`src/rtl/rst_sequencer_n.sv`:
```
// Cumulative active-low reset sequencer: releases N_STAGES lines one per step, each step dwelling DWELL[k] ticks.
// Define RST_SEQ_PRESCALE_EN to count dwell in PRESCALE-clock ticks instead of single clocks.
module rst_sequencer_n #(
   parameter int                        N_STAGES   = 5,
   parameter int                        CNT_W      = 32,
   parameter logic [N_STAGES*CNT_W-1:0] DWELL      = {N_STAGES{CNT_W'(100_000_000)}},
   parameter bit                        AUTO_START = 1'b1,
   parameter int                        PRESCALE   = 1,
   localparam int                       STEP_W     = $clog2(N_STAGES + 1)
) (
   input  logic                clk,
   input  logic                rst,
   input  logic                start,
   input  logic                hold,
   input  logic                restart,
   output logic [N_STAGES-1:0] stage_n,
   output logic [STEP_W-1:0]   step,
   output logic                busy,
   output logic                done
);

   typedef enum logic [1:0] {
      S_IDLE,
      S_RUN,
      S_DONE
   } state_t;

   state_t              state_q;
   state_t              state_d;
   logic [STEP_W-1:0]   step_d;
   logic [CNT_W-1:0]    cnt_q;
   logic [CNT_W-1:0]    cnt_d;
   logic [CNT_W-1:0]    dwell_m1;
   logic [N_STAGES-1:0] stage_n_d;
   logic                busy_d;
   logic                done_d;
   logic                tick;

`ifdef RST_SEQ_PRESCALE_EN
   localparam int DIV_W = (PRESCALE > 1) ? $clog2(PRESCALE) : 1;

   logic [DIV_W-1:0] div_q;

   assign tick = (div_q == DIV_W'(PRESCALE - 1));

   // Every step change happens on a tick, so wrapping at the tick also clears the divider per step.
   always_ff @(posedge clk or negedge rst) begin
      if (!rst) begin
         div_q <= '0;
      end else if (restart || state_q != S_RUN) begin
         div_q <= '0;
      end else if (!hold) begin
         div_q <= tick ? '0 : div_q + 1'b1;
      end
   end
`else
   assign tick = 1'b1 | (PRESCALE != 0);
`endif

   // A zero dwell behaves as one tick, so the terminal count saturates at zero.
   always_comb begin
      dwell_m1 = '0;
      for (int k = 0; k < N_STAGES; k++) begin
         if (step == STEP_W'(k)) begin
            dwell_m1 = (DWELL[k*CNT_W +: CNT_W] == '0) ? '0 : DWELL[k*CNT_W +: CNT_W] - 1'b1;
         end
      end
   end

   always_comb begin
      state_d = state_q;
      step_d  = step;
      cnt_d   = cnt_q;
      if (restart) begin
         state_d = S_IDLE;
         step_d  = '0;
         cnt_d   = '0;
      end else begin
         case (state_q)
            S_IDLE: begin
               step_d = '0;
               cnt_d  = '0;
               if (AUTO_START || start) begin
                  state_d = S_RUN;
               end
            end
            S_RUN: begin
               if (!hold && tick) begin
                  if (cnt_q == dwell_m1) begin
                     cnt_d  = '0;
                     step_d = step + 1'b1;
                     if (step == STEP_W'(N_STAGES - 1)) begin
                        state_d = S_DONE;
                     end
                  end else begin
                     cnt_d = cnt_q + 1'b1;
                  end
               end
            end
            S_DONE: begin
               state_d = S_DONE;
            end
            default: begin
               state_d = S_IDLE;
            end
         endcase
      end

      // Outputs are decoded from the next state so they register on the same edge as the step.
      stage_n_d = '1;
      for (int i = 0; i < N_STAGES; i++) begin
         stage_n_d[i] = (i >= int'(step_d));
      end
      busy_d = (state_d == S_RUN);
      done_d = (state_d == S_DONE);
   end

   always_ff @(posedge clk or negedge rst) begin
      if (!rst) begin
         state_q <= S_IDLE;
         step    <= '0;
         cnt_q   <= '0;
         stage_n <= '1;
         busy    <= 1'b0;
         done    <= 1'b0;
      end else begin
         state_q <= state_d;
         step    <= step_d;
         cnt_q   <= cnt_d;
         stage_n <= stage_n_d;
         busy    <= busy_d;
         done    <= done_d;
      end
   end

endmodule

```
`config.mk`:
```
export PLATFORM = sky130hd
export DESIGN_NAME = rst_sequencer_n
export DESIGN_NICKNAME = d
export VERILOG_FILES = /design/src/rtl/rst_sequencer_n.sv
export SDC_FILE = /design/constraint.sdc
export NUM_CORES = 1
export LEC_CHECK = 0
export CORE_MARGIN = 5
export CORE_UTILIZATION = 60
export CTS_BUF_LIST = sky130_fd_sc_hd__clkbuf_8
export CTS_CLUSTER_DIAMETER = 40
export DETAILED_ROUTE_END_ITERATION = 10
export HOLD_SLACK_MARGIN = 0.12
export PLACE_DENSITY = 0.79
export SYNTH_ARGS = -nofsm -noshare
export SYNTH_HDL_FRONTEND = slang
export SYNTH_SLANG_ARGS = --single-unit
```
`constraint.sdc`:
```
create_clock -name clk -period 7.7 [get_ports clk]
set_clock_uncertainty 0.2 [all_clocks]
set_input_delay 2.31 -clock clk [delete_from_list [all_inputs] [get_ports clk]]
set_output_delay 2.31 -clock clk [all_outputs]
set_load 0.03 [all_outputs]
```
# After elaboration in Yosys (flattened, before gate mapping)
# Cells that the tools add are included.
# W data, S select, Z words.
[word_totals]
register_bits = 44
out_inout_bits = 10
word_cells = 45
[op_classes]
mux = 18
n_lt_le_gt_ge = 5
reduce_logical = 4
n_eq_ne = 10
n_addsub = 2
[op_table]
columns = ["op", "n"]
rows = [
  ["$mux W32", 5],
  ["$mux W27", 3],
  ["$pmux W32 S2", 1],
  ["$add A32 B1 Y32 const B", 1],
  ["$eq A32 B32 Y1", 1],
  ["$mux W3", 3],
  ["$mux W2", 4],
  ["$eq A3 B2 Y1 const B", 2],
  ["$ge A1 B3 Y1 const A", 2],
  ["$ge A2 B3 Y1 const A", 2],
  ["$pmux W2 S3", 1],
  ["$pmux W3 S2", 1],
  ["$eq A2 B1 Y1 const B", 2],
  ["$eq A2 B2 Y1 const B", 2],
  ["$add A3 B1 Y3 const B", 1],
  ["$eq A3 B1 Y1 const B", 1],
  ["$eq A3 B3 Y1 const B", 1],
  ["$ge A3 B3 Y1 const A", 1],
  ["$logic_not A3 Y1", 1],
  ["$ne A3 B3 Y1 const B", 1],
  ["$reduce_bool A3 Y1", 1],
  ["$logic_not A2 Y1", 1],
  ["$reduce_and A2 Y1", 1],
]

# Longest topological paths before layout
# Gate-level depths: netlist of run 1.
[logic_depth]
ltp_word = 12
depth_mapped = 11
depth_no_buf = 9

# Worst setup path after synthesis of run 1
# No wires, ideal clock.
[synth_timing]
path_kind = "input to register"
start = "input port restart"
end = "register cnt_q[15]"
t_required_ns = 7.431
stages = 9
setup_slack_ns = 3.360
arrival_ns = 4.071
path_cell_list = "clkbuf_1 > nand2b_1 > or3_1 > clkbuf_1 > or2_2 > buf_2 > buf_2 > or3_1 > nand3_1"
[synth_via]
elab_chain_len = 2
[synth_lines]
columns = ["item", "line_no", "source"]
rows = [
  ["from (decl)", "15", "input logic restart,"],
  ["$ne A3 B3 Y1 (no line) / $reduce_bool A3 Y1 (equally long branches)", "-", ""],
  ["$reduce_and A2 Y1 (no line)", "-", ""],
  ["to (signal assigned)", "129", "cnt_q <= cnt_d;"],
  ["to (decl)", "31", "logic [CNT_W-1:0] cnt_q;"],
]
# Parallel ways exist; a longest one is shown, timed or not.
# A chain may end at the register's enable or synchronous reset.

# Worst setup path after layout of run 1
[layout_timing]
start = "input port restart"
end = "register cnt_q[13]"
# Same word-level chain as after synthesis.

==> results of run 1 <==
[routing by layer]
layer | vias to the layer above | share of wire | wire (µm)
li1 | 1027 | - | -
met1 | 946 | 0.46 | 2330
met2 | 50 | 0.47 | 2390
met3 | 5 | 0.053 | 267
met4 | 0 | 0.012 | 61
met5 | - | 0 | 0
[cell families (layout without fill, tap and decap cells)]
logic type / Yosys count / after routing / share of synthesized area
adder cells (fa/ha/maj): 6 / 6 / 0.0309
flip-flops: 44 / 44 / 0.456
XOR/XNOR: 1 / 1 / 0.00361
buffers and inverters: 29 / 39 / 0.0480
AND/OR/NAND/NOR: 124 / 124 / 0.287
AO/OA/AOI/OAI: 72 / 72 / 0.174
[worst max-delay path by stage]
| stage | slack, ns | end | depth (start not counted) | startpoint |
|---|---|---|---|---|
| after detailed placement | 2.85 | cnt_q[13] | 7 | restart |
| after global routing | 2.97 | cnt_q[11] | 7 | restart |
| after floorplan | 3.36 | cnt_q[15] | 9 | restart |
| final | 3.12 | cnt_q[13] | 7 | restart |
| after global placement | 2.89 | cnt_q[13] | 7 | restart |
| after CTS | 3.13 | cnt_q[13] | 7 | restart |
[power by group through the flow]
stage	Sequential (mW)	Combinational (mW)	Clock (mW)
after floorplan	0.238	0.0107	0
after global placement	0.237	0.0203	0
after detailed placement	0.237	0.0204	0
after CTS	0.233	0.0205	0.197
after global routing	0.233	0.0231	0.207
final	0.233	0.0201	0.193
[through the flow]
stage	setup WS, ns	total power, mW	instance area, µm²	hold slack [ns]
2_1_floorplan	3.36	0.249	2430	0.273
3_3_place_gp	2.89	0.258	2570	0.295
3_5_place_dp	2.85	0.258	2570	0.307
4_1_cts	3.13	0.450	2700	0.318
5_1_grt	2.97	0.463	2700	0.350
6_report	3.12	0.446	2700	0.319
[critical path, cell delays in order]
cell	delay, ns
clkdlybuf4s50_1	0.53
nand2b_1	0.22
or3_1	0.47
nor2_2	0.35
buf_4	0.37
o21ai_0	0.16
a31oi_1	0.18
[flip-flops by register name, summed over array words and instances (netlist names)]
| register | flops |
|---|---|
| stage_n | 5 |
| state_q | 2 |
| busy | 1 |
| done | 1 |
| cnt_q | 32 |
| step | 3 |
[cells in the final DEF (no fill, tap or decap), types with 2 or more instances in the layout]
master,Yosys,layout
a21o_1,2,2
nor4_1,6,6
a221o_1,3,3
ha_1,6,6
nand2_1,24,24
or3_1,19,19
nor3_1,7,7
buf_4,1,2
nor3b_1,2,2
and3_1,7,7
dfrtp_1,39,39
nand3_1,19,19
and4_1,6,6
nor2_1,13,12
inv_1,16,16
and2_1,4,4
a21oi_1,27,27
clkdlybuf4s50_1,0,12
o21ai_0,16,16
nor2b_1,2,2
or2_2,3,3
clkbuf_8,0,7
nand2b_1,3,3
nand4_1,5,5
dfstp_2,5,5
a31oi_1,18,18
[layout make-up]
class	count	area, µm²	area share
multi-input combinational	203	1200	0.446
clock buffer	7	96.3	0.0357
tap	50	62.6	0.0232
timing repair buffer	15	140	0.0519
sequential	44	1110	0.410
clock inverter	1	30.0	0.0111
inverter	16	60.1	0.0222
==> impl_results.md, run 1 <==
* Outcome: complete, no violations
* Largest net degree at the start of global routing at 45
* Chip width at 73.6 µm
* Inst Count DP at 328
* Synth area leader: dfrtp_1
* TritonRoute pass-1 iters at 4
* Met2 Usage GRT at 0.344
* Iteration-0 DRC Markers at 147
* Sequential cell area fraction in the yosys report at 0.456
* Hold Crit Class: reg2reg
* Slew @ Worst Pin at 0.958 ns
* Total die area at 0.00542 mm²
* CP Data Arrival Time at 4.60 ns
* Most used flip-flop cell after synthesis: dfrtp_1
* Yosys reg bits at 44
* Unrepaired setup endpoints after global routing: false
* Hold Path End: cnt_q[30]
* Root Buffer: clkbuf_8
* Htree depth at 2
* Hold Startpoint: cnt_q[30]
* Global Route Usage Sum at 0.216
* Min Tclk post-route at 4.58 ns
* Final Non-Filler Cells at 336
* Post-synth cell types at 38
* M1 GR Usage at 0.291
* Int Pwr at 352 µW
* Worst skew pair latency at 0.30 ns
* Top cells by area, synth: dfrtp_1 (40%), a21oi_1 (5.6%), dfstp_2 (5.4%)
* Reg-to-reg endpoint: cnt_q[28]
* Detailed Route WL at 5.04 mm
* Mapped Cells at 276
* Area delta synth->final at 11.3%
* Synthesized cell area at 0.00243 mm²
* Filler Cell Count at 339
* Slew Viols, Final at 0
* Post-CTS setup buffer count at 0
* ANT nets after route at 0
* Reg clk slew, reported paths at 0.08 ns
* Mapped Avg Cell Area at 8.79 µm²
* Vias/cell at 6.04
* Layout cells sized above 1 at 0.0874
* CORE AREA at 0.00397 mm²
* CTS Sinks at 44
* Final setup viols at 0
* Async SR Flop Fraction at 1.00
* Leak Pwr at 1.12 nW
* Most frequent cells after synthesis: dfrtp_1 (39), a21oi_1 (27), nand2_1 (24)
* RD Place Congestion at 0.791
* Max VDD drop at 0.124 mV
* Switching Fraction at 0.210
* Drc violations at 0
* EDFF count, synth at 0
* WP data required at 7.72 ns
* Hold path cells at 1
* Net switching power figure at 93.5 µW
* CTS resizes at 0
* P per Cell Area at 165 mW/mm²
* Max Cap Viol at 0
* Antenna diode count at 0
* Reg2reg start: step[0]
* CTS tree: yes
* Die Y at 73.6 µm
* Initial Util at 0.611
* IO Port Bufs at 13
* Hold_buf cts at 0
* Initial antenna violation count at 0
* I/O pin total at 15
* Syn nets at 287
* Critical path startpoint category: primary input
* Global-route wire length before repair at 9.10 mm
* Final nets at 296
* Final core occ at 0.680
* Slew headroom at 0.362
* R2R Setup Slk at 4.28 ns
* Crit Path Class: in2reg
* Worst Reg-to-Reg Cells at 9
* Logic pwr share at 0.045
* Row cnt at 23
* Dpl hpwl at 3.35 mm
* Grt ovf at 0
* CP endpoint kind: flop
* Worst-path maximum fanout at 30
* Clock buffer depth at 2
* Clock power frac at 0.432
* Warnings from Yosys at 0
* Busiest grt layer: met2
* Final Hold Fails at 0
* Total vias in the final route at 2028
* Count leader, synth: dfrtp_1
* Post-synth top area share at 0.402
* Final period util at 0.595
* Total CTS buffers at 5
* Vias in the first global route at 1987
* Sequential power share at 0.523
* Post-Route Setup TNS at 0 ns
* Routing usage on met3 at 0.0492
* Peak Freq at 0.218 GHz
* WL per Instance at 15.0 µm
Power figures use the tool's default switching activity.
==> inputs of run 2 (changes only) <==
Clock period 7.7 ns to 4.8 ns, I/O delays scaled along.
==> run 2 against run 1 <==
Compared with the run above: die area unchanged; flip-flop and latch count did not move; final cell count unchanged; sequential share of layout area increased by 0.70 points; critical path depth is 1 lower; clock power is 13% higher; worst hold slack improved by 0.0030 ns; cell area down 1.7%; non-clock buffer count did not move; first-iteration DRC count grew 63%; utilization is 1.1 points lower; routed wire length increased by 3.2%; critical path type unchanged; highest routed layer unchanged.
==> impl_results.md, run 2 (synthesis gave the netlist of run 1 again) <==
* Outcome: complete, no violations
* Unrepaired setup endpoints after global routing: false
* CTS Sinks at 44
* CP Data Arrival Time at 3.68 ns
* Global Route Usage Sum at 0.216
* Final Non-Filler Cells at 336
* Most common cell after layout, fill and taps aside: dfrtp_1
* Reg clk slew, reported paths at 0.08 ns
* Chip width at 73.6 µm
* Final setup viols at 0
* ANT nets after route at 0
* Multi-input logic area at 0.00120 mm²
* Hold Crit Class: reg2reg
* Min Tclk post-route at 3.67 ns
* Total CTS buffers at 5
* Slew @ Worst Pin at 0.980 ns
* Storage element area at 0.00111 mm²
* Iteration-0 DRC Markers at 240
* Worst-path maximum fanout at 18
* Most frequent cells in the layout: dfrtp_1 (39), a21oi_1 (27), nand2_1 (24)
* R2R Setup Slk at 1.41 ns
* Most frequent CP cell: or3_1
* Biggest registers after layout: cnt_q: 32 flops, stage_n: 5 flops, step: 3 flops
* Critical path's largest stage delay at 0.54 ns
* Filler Cell Count at 349
* Reg2reg start: step[0]
* Worst Reg-to-Reg Cells at 9
* Leak Pwr at 1.10 nW
* Row cnt at 23
* Hold slack at 0.322 ns
* Hold path cells at 1
* WP data required at 4.81 ns
* Crit Path Class: in2reg
* Htree depth at 2
* Hold Path End: cnt_q[30]
* DP Area at 0.00257 mm²
* Slew Viols, Final at 0
* TritonRoute pass-1 iters at 4
* Post-Route Setup TNS at 0 ns
* Dpl hpwl at 3.50 mm
* IO Port Bufs at 13
* Drc violations at 0
* Vias/cell at 6.25
* Critical path, cell by cell: clkdlybuf4s50_1 -> nand2b_1 -> or3_1 -> or2_2 -> or3_1 -> o21ai_0
* Final core occ at 0.669
* Post-CTS setup buffer count at 0
* Most flops, register: cnt_q
* Fin area at 0.00266 mm²
* I/O pin total at 15
* Top delay family on crit path: simple AND/OR/NAND/NOR gates
* P per Cell Area at 235 mW/mm²
* Total die area at 0.00542 mm²
* Clock buffer depth at 2
* Initial Util at 0.611
* Max reg flops at 32
* WP buf/inv at 1
* Max VDD drop at 0.168 mV
* Die Y at 73.6 µm
* Critical path startpoint category: primary input
* Inst Count DP at 328
* Worst skew pair latency at 0.29 ns
* CP max stage cell: clkdlybuf4s50_1
* Crit path launch: restart
* Hold Startpoint: cnt_q[30]
* Final period util at 0.765
* Layout cells sized above 1 at 0.0804
* CORE AREA at 0.00397 mm²
* Final Hold Fails at 0
* WL per Instance at 15.5 µm
* Initial antenna violation count at 0
* Detailed Route WL at 5.21 mm
* Max Cap Viol at 0
* Reg-to-reg endpoint: cnt_q[28]
* CTS resizes at 0
* Total vias in the final route at 2099
* Area delta synth->final at 9.49%
* Vias in the first global route at 2052
* CP endpoint kind: flop
* Antenna diode count at 0
* Peak Freq at 0.272 GHz
* CTS tree: yes
* Final nets at 296
* Global-route wire length before repair at 9.11 mm
* Slew headroom at 0.346
* Largest net degree at the start of global routing at 45
* Root Buffer: clkbuf_8
* RD Place Congestion at 0.792
* Hold_buf cts at 0
* Grt ovf at 0
-- run 2: changes by cell type in the layout (fill, tap and decap cells not counted), sizes merged --
| cell | change |
|---|---|
| clkinv | +1 |
| clkbuf | -2 |
| inv | +2 |
| bufinv | -1 |
-- run 2: area by class of cell --
| class | count | area share |
|---|---|---|
| Sequential cell | 44 | 0.417 |
| Timing Repair Buffer | 15 | 0.0528 |
| Inverter | 16 | 0.0226 |
| Tap cell | 50 | 0.0236 |
| Clock buffer | 5 | 0.0259 |
| Multi-Input combinational cell | 203 | 0.454 |
| Clock inverter | 3 | 0.00471 |
-- run 2: worst max path at each step --
stage,depth (start not counted),slack [ns],to
2_1_floorplan,9,1.33,cnt_q[15]
3_3_place_gp,6,0.91,cnt_q[15]
3_5_place_dp,6,0.82,cnt_q[6]
6_report,6,1.13,cnt_q[6]
5_1_grt,6,1.03,cnt_q[6]
4_1_cts,6,1.14,cnt_q[6]
-- run 2: where the power goes --
part	total [mW]	leakage (nW)	switching (mW)	internal, mW
combinational	0.0326	0.460	0.0235	0.00911
sequential	0.374	0.592	0.00169	0.372
clock	0.219	0.0505	0.121	0.0980
total	0.625	1.10	0.146	0.479
-- run 2: through the flow --
| stage | setup WS (ns) | total power [mW] |
|---|---|---|
| floorplan | 1.33 | 0.399 |
| global placement | 0.912 | 0.413 |
| detailed placement | 0.816 | 0.414 |
| CTS | 1.14 | 0.632 |
| global route | 1.03 | 0.648 |
| finish | 1.13 | 0.625 |
-- run 2: layer usage --
metal	track usage	vias to the layer above	wire length, µm
li1	-	1026	-
met1	0.273	1022	2310
met2	0.366	46	2590
met3	0.0465	5	241
met4	0.0744	0	59
met5	0	-	0
==> inputs of run 3 (changes only) <==
Clock period 4.8 ns to 3.7 ns, I/O delays scaled along.
==> run 3 against run 2 <==
Compared with the run above: sequential share of layout area is 0.71 points lower; non-clock buffer count grew 3; combinational power grew 38%; utilization rose by 1.2 points; largest cell class unchanged; highest routed layer unchanged.
==> impl_results.md, run 3 (synthesis gave the netlist of run 1 again) <==
* Pre-CTS WS at 0.245 ns
* Drc violations at 0
* CP Data Arrival Time at 3.16 ns
* Detailed Route WL at 5.28 mm
* Multi-input logic area at 0.00120 mm²
* Initial Util at 0.611
* P per Cell Area at 311 mW/mm²
* IO Port Bufs at 13
* Int Pwr at 646 µW
* CP endpoint kind: flop
* Htree depth at 2
* Most common cell after layout, fill and taps aside: dfrtp_1
* Sequential power share at 0.577
* Max Cap Viol at 0
* ANT nets after route at 0
* Chip width at 73.6 µm
* Reg clk slew, reported paths at 0.08 ns
* Crit path launch: restart
* Total CTS buffers at 5
* CTS Sinks at 44
* Global Route Usage Sum at 0.221
* Reg-to-reg endpoint: stage_n[4]
* Slew Viols, Final at 0
* DP Area at 0.00261 mm²
* Most frequent cells in the layout: dfrtp_1 (39), a21oi_1 (27), nand2_1 (24)
* Max VDD drop at 0.232 mV
* Storage element area at 0.00111 mm²
* Filler Cell Count at 341
* Reg2reg start: step[0]
* Net switching power figure at 195 µW
* CTS tree: yes
* Total die area at 0.00542 mm²
* Area delta synth->final at 11.4%
* Critical path startpoint category: primary input
* CTS resizes at 0
* Antenna diode count at 0
* CORE AREA at 0.00397 mm²
* Root Buffer: clkbuf_8
* Slew headroom at 0.336
* Grt ovf at 0
* Final WS setup at 0.548 ns
* Min Tclk post-route at 3.15 ns
* Final nets at 299
* Iteration-0 DRC Markers at 228
* Worst skew pair latency at 0.30 ns
* R2R Setup Slk at 0.58 ns
* Max reg flops at 32
* Dpl hpwl at 3.68 mm
* Switching Fraction at 0.232
* Final setup viols at 0
* Initial antenna violation count at 0
* WP data required at 3.71 ns
* Most flops, register: cnt_q
* I/O pin total at 15
* Clock power frac at 0.369
* Peak Freq at 0.317 GHz
* Global-route wire length before repair at 9.45 mm
* Vias/cell at 6.24
* Total vias in the final route at 2115
* Hold_buf cts at 0
* Largest net degree at the start of global routing at 45
* Leak Pwr at 1.12 nW
* Vias in the first global route at 2059
* Final Hold Fails at 0
* Post-CTS setup buffer count at 0
* Pwr Total at 840 µW
* Unrepaired setup endpoints after global routing: false
* Post-Route Setup TNS at 0 ns
* Slew @ Worst Pin at 0.996 ns
* Fin area at 0.00270 mm²
* TritonRoute pass-1 iters at 5
* Outcome: complete, no violations
* Final period util at 0.852
* Hold Crit Class: reg2reg
* Biggest registers after layout: cnt_q: 32 flops, stage_n: 5 flops, step: 3 flops
* Crit Path Class: in2reg
* WL per Instance at 15.6 µm
* Logic pwr share at 0.054
* Worst-path maximum fanout at 18
* Worst Reg-to-Reg Cells at 10
* Clock buffer depth at 2
* RD Place Congestion at 0.810
* Die Y at 73.6 µm
* Row cnt at 23
* CP endpoint: cnt_q[14]
* Layout cells sized above 1 at 0.0969
## run 3: worst min-delay path by stage
| stage | depth (start not counted) | endpoint | from |
|---|---|---|---|
| final | 1 | cnt_q[30] | cnt_q[30] |
| after global placement | 1 | cnt_q[30] | cnt_q[30] |
| after CTS | 1 | cnt_q[30] | cnt_q[30] |
| after floorplan | 1 | cnt_q[30] | cnt_q[30] |
| after global routing | 1 | cnt_q[30] | cnt_q[30] |
| after detailed placement | 1 | cnt_q[30] | cnt_q[30] |
## run 3: layout make-up
| class | count | share of cell area |
|---|---|---|
| sequential | 44 | 0.410 |
| clock buffer | 6 | 0.0306 |
| tap | 50 | 0.0231 |
| inverter | 16 | 0.0222 |
| multi-input combinational | 203 | 0.446 |
| clock inverter | 2 | 0.00370 |
| timing repair buffer | 18 | 0.0648 |
## run 3: per-stage QoR
step | util | instances | hold WS [ns]
after CTS | 0.681 | 339 | 0.316
after floorplan | - | 276 | 0.273
after detailed placement | 0.657 | 331 | 0.305
final | 0.681 | 339 | 0.318
after global placement | 0.657 | 331 | 0.290
after global routing | 0.681 | 339 | 0.348
## run 3: layer usage
layer / routed length (µm) / GRT usage / vias up
met2: 2680 / 0.366 / 49
met1: 2290 / 0.293 / 1031
met5: 0 / 0 / -
li1: - / - / 1030
met3: 276 / 0.0547 / 5
met4: 32 / 0.0503 / 0
## run 3: worst max-delay path, stage by stage
cell and delay, ns:
clkdlybuf4s50_1 0.54, nand2b_1 0.23, or3_1 0.33, or2_2 0.46
or3_1 0.39, o21ai_0 0.09
## run 3: power by group through the flow
stage                     combinational (mW)  sequential [mW]  clock [mW]
after floorplan                       0.0222            0.495           0
after global placement                0.0449            0.494           0
after detailed placement              0.0456            0.494           0
after CTS                             0.0458            0.485       0.317
after global routing                  0.0507            0.485       0.335
final                                 0.0451            0.485       0.310
